### src/rtl/uart_tx_core_if.sv
// uart_tx_core_if: parallel-side request signals and serial-side status of the UART transmitter.
interface uart_tx_core_if #(parameter int DATA_WIDTH = 8);
    logic [DATA_WIDTH-1:0] P_DATA;
    logic                  DATA_VALID;
    logic                  PAR_EN;
    logic                  PAR_TYP;
    logic                  TX_OUT;
    logic                  BUSY;
    modport master (output P_DATA, DATA_VALID, PAR_EN, PAR_TYP, input TX_OUT, BUSY);
    modport slave  (input P_DATA, DATA_VALID, PAR_EN, PAR_TYP, output TX_OUT, BUSY);
endinterface

### src/rtl/uart_tx_core.sv
// uart_tx_core: one-bit-per-clock UART framer (start, LSB-first data, optional parity, stop).
module uart_tx_core #(
    parameter int DATA_WIDTH = 8
) (
    input logic          CLK,
    input logic          RST,
    uart_tx_core_if.slave bus
);
    localparam int CW = $clog2(DATA_WIDTH);
    typedef enum logic [2:0] {IDLE, START, DATA, PARITY, STOP} state_t;
    state_t                state;
    logic [CW-1:0]         bit_cnt;
    logic [DATA_WIDTH-1:0] data_r;
    logic                  par_en_r;
    logic                  par_r;
    logic                  tx_out;
    logic                  busy;
    logic [CW-1:0]         nxt_cnt;
    logic                  last_bit;
    assign nxt_cnt  = bit_cnt + 1'b1;
    assign last_bit = bit_cnt == CW'(DATA_WIDTH - 1);
    assign bus.TX_OUT = tx_out;
    assign bus.BUSY   = busy;
    // tx_out/busy are loaded with the value belonging to the state being entered
    always_ff @(posedge CLK or negedge RST) begin
        if (!RST) begin
            state    <= IDLE;
            bit_cnt  <= '0;
            data_r   <= '0;
            par_en_r <= 1'b0;
            par_r    <= 1'b0;
            tx_out   <= 1'b1;
            busy     <= 1'b0;
        end else begin
            case (state)
                IDLE, STOP: begin
                    if (bus.DATA_VALID) begin
                        data_r   <= bus.P_DATA;
                        par_en_r <= bus.PAR_EN;
                        par_r    <= (^bus.P_DATA) ^ bus.PAR_TYP;
                        state    <= START;
                        tx_out   <= 1'b0;
                        busy     <= 1'b1;
                    end else begin
                        state  <= IDLE;
                        tx_out <= 1'b1;
                        busy   <= 1'b0;
                    end
                end
                START: begin
                    state   <= DATA;
                    bit_cnt <= '0;
                    tx_out  <= data_r[0];
                end
                DATA: begin
                    if (last_bit) begin
                        bit_cnt <= '0;
                        state   <= par_en_r ? PARITY : STOP;
                        tx_out  <= par_en_r ? par_r : 1'b1;
                    end else begin
                        bit_cnt <= nxt_cnt;
                        tx_out  <= data_r[nxt_cnt];
                    end
                end
                PARITY: begin
                    state  <= STOP;
                    tx_out <= 1'b1;
                end
                default: begin
                    state  <= IDLE;
                    tx_out <= 1'b1;
                    busy   <= 1'b0;
                end
            endcase
        end
    end
endmodule

### src/flat_wrapper.sv
// flat-port wrapper written by rule: the top's interface ports become plain ports
module uart_tx_core_flat 
#(
    parameter int DATA_WIDTH = 8
)
  (CLK, RST, bus_P_DATA, bus_DATA_VALID, bus_PAR_EN, bus_PAR_TYP, bus_TX_OUT, bus_BUSY);
  uart_tx_core_if #(.DATA_WIDTH(DATA_WIDTH)) bus_i ();
  input logic CLK;
  input logic RST;
  input wire logic [$bits(bus_i.P_DATA)-1:0] bus_P_DATA;
  input wire logic [$bits(bus_i.DATA_VALID)-1:0] bus_DATA_VALID;
  input wire logic [$bits(bus_i.PAR_EN)-1:0] bus_PAR_EN;
  input wire logic [$bits(bus_i.PAR_TYP)-1:0] bus_PAR_TYP;
  output wire logic [$bits(bus_i.TX_OUT)-1:0] bus_TX_OUT;
  output wire logic [$bits(bus_i.BUSY)-1:0] bus_BUSY;
  assign bus_i.P_DATA = bus_P_DATA;
  assign bus_i.DATA_VALID = bus_DATA_VALID;
  assign bus_i.PAR_EN = bus_PAR_EN;
  assign bus_i.PAR_TYP = bus_PAR_TYP;
  assign bus_TX_OUT = bus_i.TX_OUT;
  assign bus_BUSY = bus_i.BUSY;
  uart_tx_core #(.DATA_WIDTH(DATA_WIDTH)) u_core (.CLK(CLK), .RST(RST), .bus(bus_i));
endmodule
### config.mk
export PLATFORM = sky130hd
export DESIGN_NAME = uart_tx_core_flat
export DESIGN_NICKNAME = d
export VERILOG_FILES = /design/src/rtl/uart_tx_core_if.sv /design/src/rtl/uart_tx_core.sv /design/src/flat_wrapper.sv
export SDC_FILE = /design/constraint.sdc
export NUM_CORES = 1
export LEC_CHECK = 0
export CAP_MARGIN = 40
export CORE_MARGIN = 2
export CORE_UTILIZATION = 50
export DETAILED_ROUTE_END_ITERATION = 6
export DONT_BUFFER_PORTS = 1
export PLACE_DENSITY_LB_ADDON = 0.05
export SLEW_MARGIN = 20
export SYNTH_ARGS = -nofsm -noshare
export SYNTH_HDL_FRONTEND = slang
export SYNTH_SLANG_ARGS = --single-unit
### constraint.sdc
create_clock -name CLK -period 2 [get_ports CLK]
set_clock_uncertainty 0.15 [all_clocks]
set_input_delay 0.2 -clock CLK [delete_from_list [all_inputs] [get_ports CLK]]
set_output_delay 0.2 -clock CLK [all_outputs]
set_load 0.03 [all_outputs]
## Word level (Yosys, flattened, before mapping)

Index checks and enable logic that the tools add are counted.

| storage, ports and cells | value |
|---|---|
| bits in registers | 18 |
| latch bits | 0 |
| memory bits (writable) | 0 |
| bits in read-only memories | 0 |
| input bits | 13 |
| logic and storage cells | 36 |
| memories kept | 0 |

| operators by class | value |
|---|---|
| $add $sub $neg | 1 |
| multiply operators | 0 |
| divide/modulo/power cells | 0 |
| order comparisons | 1 |
| equal/unequal tests | 6 |
| shift-type cells | 0 |
| mux-type cells | 14 |
| bitwise logic cells | 1 |
| reductions and logical operators | 6 |

Operator list:

| cell | number |
|---|---|
| one-hot mux 3 bit (4 select lines) | 1 |
| 2-to-1 mux 3 bit | 3 |
| parity 8 bit | 1 |
| equality test 3 x 2 -> 1 bit, second input constant | 2 |
| equality test 3 bit, second input constant | 2 |
| 2-to-1 mux 1 bit | 6 |
| one-hot mux 3 bit (2 select lines) | 1 |
| < comparator 3 x 4 -> 1 bit, second input constant | 1 |
| adder 3 x 1 -> 3 bit, second input constant | 1 |
| binary-select mux 1 bit (select 3 bit) | 1 |
| equality test 3 x 1 -> 1 bit, second input constant | 1 |
| logical NOT 3 bit | 1 |
| one-hot mux 1 bit (3 select lines) | 1 |
| OR reduction 3 bit | 1 |
| != test 2 x 1 -> 1 bit, second input constant | 1 |
| one-hot mux 1 bit (2 select lines) | 1 |
| AND reduction 2 bit | 1 |
| nonzero test 2 bit | 1 |
| OR reduction 2 bit | 1 |
| bitwise XOR 1 bit | 1 |

## Logic depth before layout (Yosys ltp)

Gate-level depths: netlist of the first run.

| depth | value |
|---|---|
| word-level depth | 5 |
| gate-level depth with buffers | 6 |

## Least setup slack after synthesis of the first run

No wires, ideal clock.

| path | value |
|---|---|
| path type | register to register |
| start point | register u_core.bit_cnt[0] |
| end point | register u_core.tx_out, in the netlist u_core.bus.TX_OUT |
| arrival | 1.494 ns |
| required time | 1.759 ns |
| slack | 0.264 ns |
| cell stages (with the launch flop) | 6 |
| clock period less this slack | 1.736 ns |
| cells stage by stage | dfrtp_1 ha_1 mux4_2 and2b_1 a211oi_2 o41ai_2 |

| between the ends | value |
|---|---|
| longest elaborated chain between the ends | 5 |
| elaborated cells on any way between the ends | 6 |
| classes of those cells | 1 x add/sub; 1 x eq/ne; 4 x mux |

RTL lines:

| item | RTL line | source |
|---|---|---|
| from (decl) | uart_tx_core.sv:12 | `logic [CW-1:0] bit_cnt;` |
| from (signal assigned) | uart_tx_core.sv:61 | `bit_cnt <= nxt_cnt;` |
| adder 3 x 1 -> 3 bit | uart_tx_core.sv:20 | `assign nxt_cnt = bit_cnt + 1'b1;` |
| binary-select mux 1 bit (select 3 bit) | uart_tx_core.sv:62 | `tx_out <= data_r[nxt_cnt];` |
| 2-to-1 mux 1 bit (implied by the code) | uart_tx_core.sv:62 |  |
| 2-to-1 mux 1 bit * | uart_tx_core.sv:56 | `if (last_bit) begin` |
| one-hot mux 1 bit (3 select lines) * | uart_tx_core.sv:35 | `case (state)` |
| to (signal assigned) | uart_tx_core.sv:53 | `tx_out <= data_r[0];` |
| to (signal assigned) | uart_tx_core.sv:59 | `tx_out <= par_en_r ? par_r : 1'b1;` |
| to (signal assigned) | uart_tx_core.sv:62 |  |
| to (decl) | uart_tx_core.sv:16 | `logic tx_out;` |

Every way passes the cells marked *; elsewhere a longest branch is shown, timed or not. The select of a mux whose other input is x is not followed.
A chain may end at the register's enable or synchronous reset.

## Final worst setup path of the first run

Same ends and word-level chain as after synthesis.

==> results.md, run 1 <==
- Pre-CTS setup slack: approximately 120 ps
- Number of nets in the layout: 109
- Worst-path cell chain: ha_1 -> mux4_2 -> and2b_1 -> a211oi_2 -> o41ai_2
- Chip height: 47.0 um
- First-pass GRT wire length: 2.90 mm
- Syn_area_per_cell: 11.7 um2
- Post-cts repair resize count: 0
- Post-synthesis xor/xnor area fraction: under 10%
- Number of enable flip-flop cells after synthesis: 0
- Syn Nets: 94
- Arrival time worst endpoint: 1950 ps
- Final instance area: 1100 um2
- Worst-margin pin slew: 476 ps
- Critical path class: flip-flop to flip-flop
- Clk_lat worst skew: around 290 ps
- Fin Setup TNS: 0 ps
- Synthesis-stage register bit count: 18
- Rows: 15
- Largest net degree at the start of global routing: 19
- Setup WS post-layout: 123 ps
- Initial antenna violation count: 0
- Placed Cells: 102
- DRT Wirelength: 1.69 mm
- CTS Buf Count: 3
- CP required: 2070 ps
- CTS tree: done
- Worst path max stage delay: 480 ps
- Drc violations: 0
- # diodes: 0
- Post-route ant nets: 0
- Commonest cells post-synth: 17 x dfrtp_1, 7 x nand2_1, 6 x mux2_1, 6 x nor2_1
- Area after DPL: around 950 um2
- Synth cell types: 29
- # Max-Cap Violations: 0
- Root buf cell: clkbuf_4
- Max_slew headroom: 68.2%
- Cell Pwr Density: between 1000 and 1500 nW/um2
- Crit path launch type: flip-flop
- Hold Crit Class: input port to flip-flop
- First drt pass iteration count: 3
- Top-count cell post-synth: dfrtp_1
- H-Tree Depth: 1
- Synth Warn #: 0
- Hold Violations, Final: 0
- WL per Instance: between 10 and 15 um
- Area of the core: 1730 um2
- WL met3: 55 um
- Critical Path End Type: flip-flop
- Total track usage: 18.9%
- IO buf count: 0
- Via count: 621
- Worst-path fanout max: 6
- Detailed router's first-iteration violation count: 9
- Share of post-route cells with drive strength above 1: 14.0%
- Mux contribution to synthesized area: 17.3%
- Post-Syn Instances: 79
- Fmax: 0.533 GHz
- Number of global-route vias before repair: 625
- Ports: 15
- Die Width: approximately 47 um
- Initial Util: 53.5%
- Final worst path period need: approximately 1900 ps
- # clock sinks: 18
- Post-synth ARST share: 100%
- Clk buf depth: 2
- Fin. max-slew vios: 0
- Synthesis-to-layout area growth: 19.2%
- Largest family of logic cells by synthesized area: multiplexers
- Simple-gate share of the synthesized area: 9.35%
- Sequential share of the synthesized area: 48.9%
- Synth top area cells: dfrtp_1 46%, mux2_1 7.3%, xnor2_1 3.8%
- Fraction of the mapped netlist area in adder cells: 2.71%
- Vias per cell: 5.26
- Reg clk slew, reported paths: 100 ps
- Area fraction in compound gates after synthesis: 11.0%
- Max Used Layer: met4
- Pleak: 0.000485 uW
- Ys flop type: dfrtp_1
- Status: finished clean
- Synth area leader: dfrtp_1
- Final Cycle Share: 93.8%
- Fin cells: 118
- Slowest library cell on the worst path: dfrtp_1
- Final setup viols: 0
- Global placer's final weighted congestion: about 0.75
- Grt ovf: 0
- Post-synth top area share: roughly 46%
- Wire length on met1: 775 um
- Met2 Wirelength: 821 um
- RSZ-0062 raised after global routing: no
- VDD IR max: 0.000839 V
- Total die area: about 2200 um2
- Mapped Area: approximately 920 um2
[logic make-up (layout without fill, tap and decap cells)]
family	Yosys count	count (layout)
simple gates	19	19
xor+xnor	7	7
flops	18	18
mux	12	12
compound gates	15	15
buf+inv	6	20
fa+ha+maj	2	2
[registers in the layout, indices dropped and copies added, names as in the netlist]
register	cells
u_core.par_r	1
u_core.bus.TX_OUT	1
u_core.state	3
u_core.par_en_r	1
u_core.bit_cnt	3
u_core.data_r	8
u_core.bus.BUSY	1
[routing by layer]
layer | up-vias | track usage [%]
li1 | 305 | -
met3 | 6 | 4.62
met4 | 0 | 9.44
met2 | 14 | 29.0
met1 | 296 | 25.1
met5 | - | 0
[worst paths after layout]
path,endpoint,slack [ps],cells past startpoint,start
setup reg to reg,u_core.bus.TX_OUT,120,5,u_core.bit_cnt[0]
hold / removal,u_core.par_r,30,3,bus_P_DATA[1]
max in group asynchronous,u_core.bus.TX_OUT,1170,2,RST
min in group asynchronous,u_core.state[1],60,1,RST
setup / recovery,u_core.bus.TX_OUT,120,5,u_core.bit_cnt[0]
hold reg to reg,u_core.data_r[5],350,1,u_core.data_r[5]
[power by group]
| group | switching [uW] | internal, uW | total, uW |
|---|---|---|---|
| Sequential | 191 | 548 | 738 |
| Combinational | 291 | 356 | 647 |
| Clock | 112 | 77.5 | 189 |
[cells in the final DEF, fill, tap and decap left out]
master,count
dfstp_2,1
inv_1,2
xor2_1,2
xnor3_1,1
nor3b_1,1
clkbuf_4,3
nand2_1,7
mux4_1,1
nand2b_1,2
ha_1,2
o21ai_0,2
a22oi_1,2
a21oi_1,4
mux2_2,3
mux2_1,6
nor3_1,1
o21ai_1,4
mux4_2,1
clkbuf_1,1
buf_8,1
mux2i_1,1
nor2_1,6
buf_4,1
o41ai_2,1
dfrtp_1,17
a211oi_2,1
dlygate4sd3_1,11
a21o_1,1
xnor2_1,4
nand3_1,1
inv_2,1
and2b_1,1
[timing repair]
item / CTS / global route
setup endpoints to repair: 0 / 0
endpoints found under the hold margin: 28 / 0
hold buffers: 11 / 0
buffers inserted: 0 / 0
[worst max-delay path: cells and delay by family (launching register included)]
| kind | cells | cell delay, ps |
|---|---|---|
| simple gates | 1 | 180 |
| fa+ha+maj | 1 | 380 |
| compound gates | 2 | 310 |
| mux | 1 | 300 |
| flops | 1 | 480 |
[metrics by stage]
stage / total power [uW] / hold slack [ps] / utilization, %
2_1_floorplan: 1230 / -246 / -
3_3_place_gp: 1340 / -245 / 55.0
3_5_place_dp: 1370 / -245 / 55.0
4_1_cts: 1590 / 15.8 / 62.9
5_1_grt: 1700 / 58.8 / 63.8
6_report: 1570 / 25.9 / 63.8
[area by class of cell]
| type | count | area [um2] |
|---|---|---|
| clock buffer | 4 | 26.3 |
| inverter | 3 | 11.3 |
| sequential | 18 | 452 |
| timing repair buffer | 13 | 133 |
| multi-input combinational | 55 | 448 |
| tap | 25 | 31.3 |
| fill | 145 | 626 |
Power figures use the tool's default switching activity.
==> run 2, diff against run 1 <==
SLEW_MARGIN = 0   (was 20)
==> results.md, run 2 (synthesis gave the netlist of run 1 again) <==
- Max reg flops: 8
- WHS Path Cells: 3
- Cell Pwr Density: 1450 nW/um2
- Fmax: 0.528 GHz
- # Max-Cap Violations: 0
- Total track usage: about a fifth
- Final setup viols: 0
- Worst-path cell chain: ha_1 -> mux4_2 -> and2b_1 -> a211oi_2 -> o41ai_2
- Ports: 15
- Detailed router's first-iteration violation count: 8
- Worst-path fanout max: 6
- CP top delay family: flip-flops
- CTS tree: done
- Most common cell after layout, fill and taps aside: dfrtp_1
- Number of nets in the layout: 108
- Arrival time worst endpoint: roughly 2000 ps
- IO buf count: 0
- First-pass GRT wire length: 2.90 mm
- Initial Util: 53.5%
- Vias per cell: 5.32
- VDD IR max: around 0.00083 V
- Commonest non-fill, non-tap cells in the layout: 17 x dfrtp_1, 11 x dlygate4sd3_1, 7 x nand2_1
- Stages on worst setup path: 5
- H-Tree Depth: 1
- Critical path class: flip-flop to flip-flop
- Area after DPL: 950 um2
- Largest register by flop count: u_core.data_r
- Fin Setup TNS: 0 ps
- Pleak: 0.000477 uW
- Worst path max stage delay: 480 ps
- Slowest library cell on the worst path: dfrtp_1
- Max_slew headroom: 45.7%
- Hold Crit Class: input port to flip-flop
- Setup bufs post-CTS: 0
- First drt pass iteration count: 4
- Final Cycle Share: 94.7%
- Reg clk slew, reported paths: 100 ps
- Hold WS: 26.3 ps
- Status: finished clean
- Number of global-route vias before repair: 625
- Fin. max-slew vios: 0
- Hold Violations, Final: 0
- Drc violations: 0
- Final worst path period need: around 1900 ps
- Root buf cell: clkbuf_4
- WL per Instance: 14.6 um
- Total die area: 2210 um2
- DRT Wirelength: 1.70 mm
- Clk buf depth: 2
- # clock sinks: 18
- CTS Buf Count: 3
- Area of the core: between 1500 and 2000 um2
- Final instance area: 1090 um2
- Die Width: 47.0 um
- Rows: 15
- # diodes: 0
- RSZ-0062 raised after global routing: no
- Crit path buf inv count: 0
- Clk_lat worst skew: 290 ps
- Post-route ant nets: 0
- Synthesis-to-layout area growth: 17.6%
- Chip height: 47.0 um
- Critical Path End Type: flip-flop
- CP required: about 2100 ps
- R2R depth: 5
- Via count: 623
- Power, Total: 1580 uW
- Global placer's final weighted congestion: about 0.75
- Share of post-route cells with drive strength above 1: 13.0%
- Grt ovf: 0
- Initial antenna violation count: 0
- Worst-margin pin slew: 811 ps
- Largest net degree at the start of global routing: 19
- Biggest regs: u_core.data_r x8, u_core.bit_cnt x3, u_core.state x3
- Crit path launch type: flip-flop
- Hold Buf Count CTS: 11
- Post-cts repair resize count: 0
## run 2: layer usage
metal  part of all wire, %  GRT usage [%]  wire, um
met5                     0              0         0
met4                   2.5           9.44        42
met3                   3.0           4.62        51
met2                    48           29.0       826
met1                    46           25.1       784
## run 2: power breakdown
| part | internal (uW) | switching (uW) | total (uW) |
|---|---|---|---|
| Combinational | 353 | 296 | 649 |
| Sequential | 548 | 191 | 738 |
| Clock | 77.5 | 112 | 189 |
| Total | 978 | 599 | 1580 |
## run 2: worst reg2reg max path, cell delays in order, from the launching register on
cell and delay (ps):
dfrtp_1 480, ha_1 380, mux4_2 310, and2b_1 180, a211oi_2 220, o41ai_2 110
## run 2: layout make-up
class                           count  area [um2]
Sequential cell                    18         452
Tap cell                           25        31.3
Fill cell                         147         641
Inverter                            3        11.3
Timing Repair Buffer               12         118
Clock buffer                        4        26.3
Multi-Input combinational cell     55         448
## run 2: worst paths after layout
path | from | endpoint | slack (ps)
setup / recovery | u_core.bit_cnt[0] | u_core.bus.TX_OUT | 110
hold / removal | bus_P_DATA[1] | u_core.par_r | 30
setup reg to reg | u_core.bit_cnt[0] | u_core.bus.TX_OUT | 110
hold reg to reg | u_core.data_r[5] | u_core.data_r[5] | 350
max in group asynchronous | RST | u_core.data_r[5] | 920
min in group asynchronous | RST | u_core.state[1] | 280
## run 2: per-stage QoR
stage / util [%] / std cells / worst slack [ps]
2_1_floorplan: - / 79 / 264
3_3_place_gp: 55.0 / 102 / 225
3_5_place_dp: 55.0 / 102 / 121
4_1_cts: 62.9 / 117 / 115
5_1_grt: 62.9 / 117 / 31.7
6_report: 62.9 / 117 / 107
==> run 3, diff against run 2 <==
CTS_CLUSTER_SIZE = 8   (was unset)
==> results of run 3 <==
The final DEF is identical to that of run 2; final timing and power are the same.
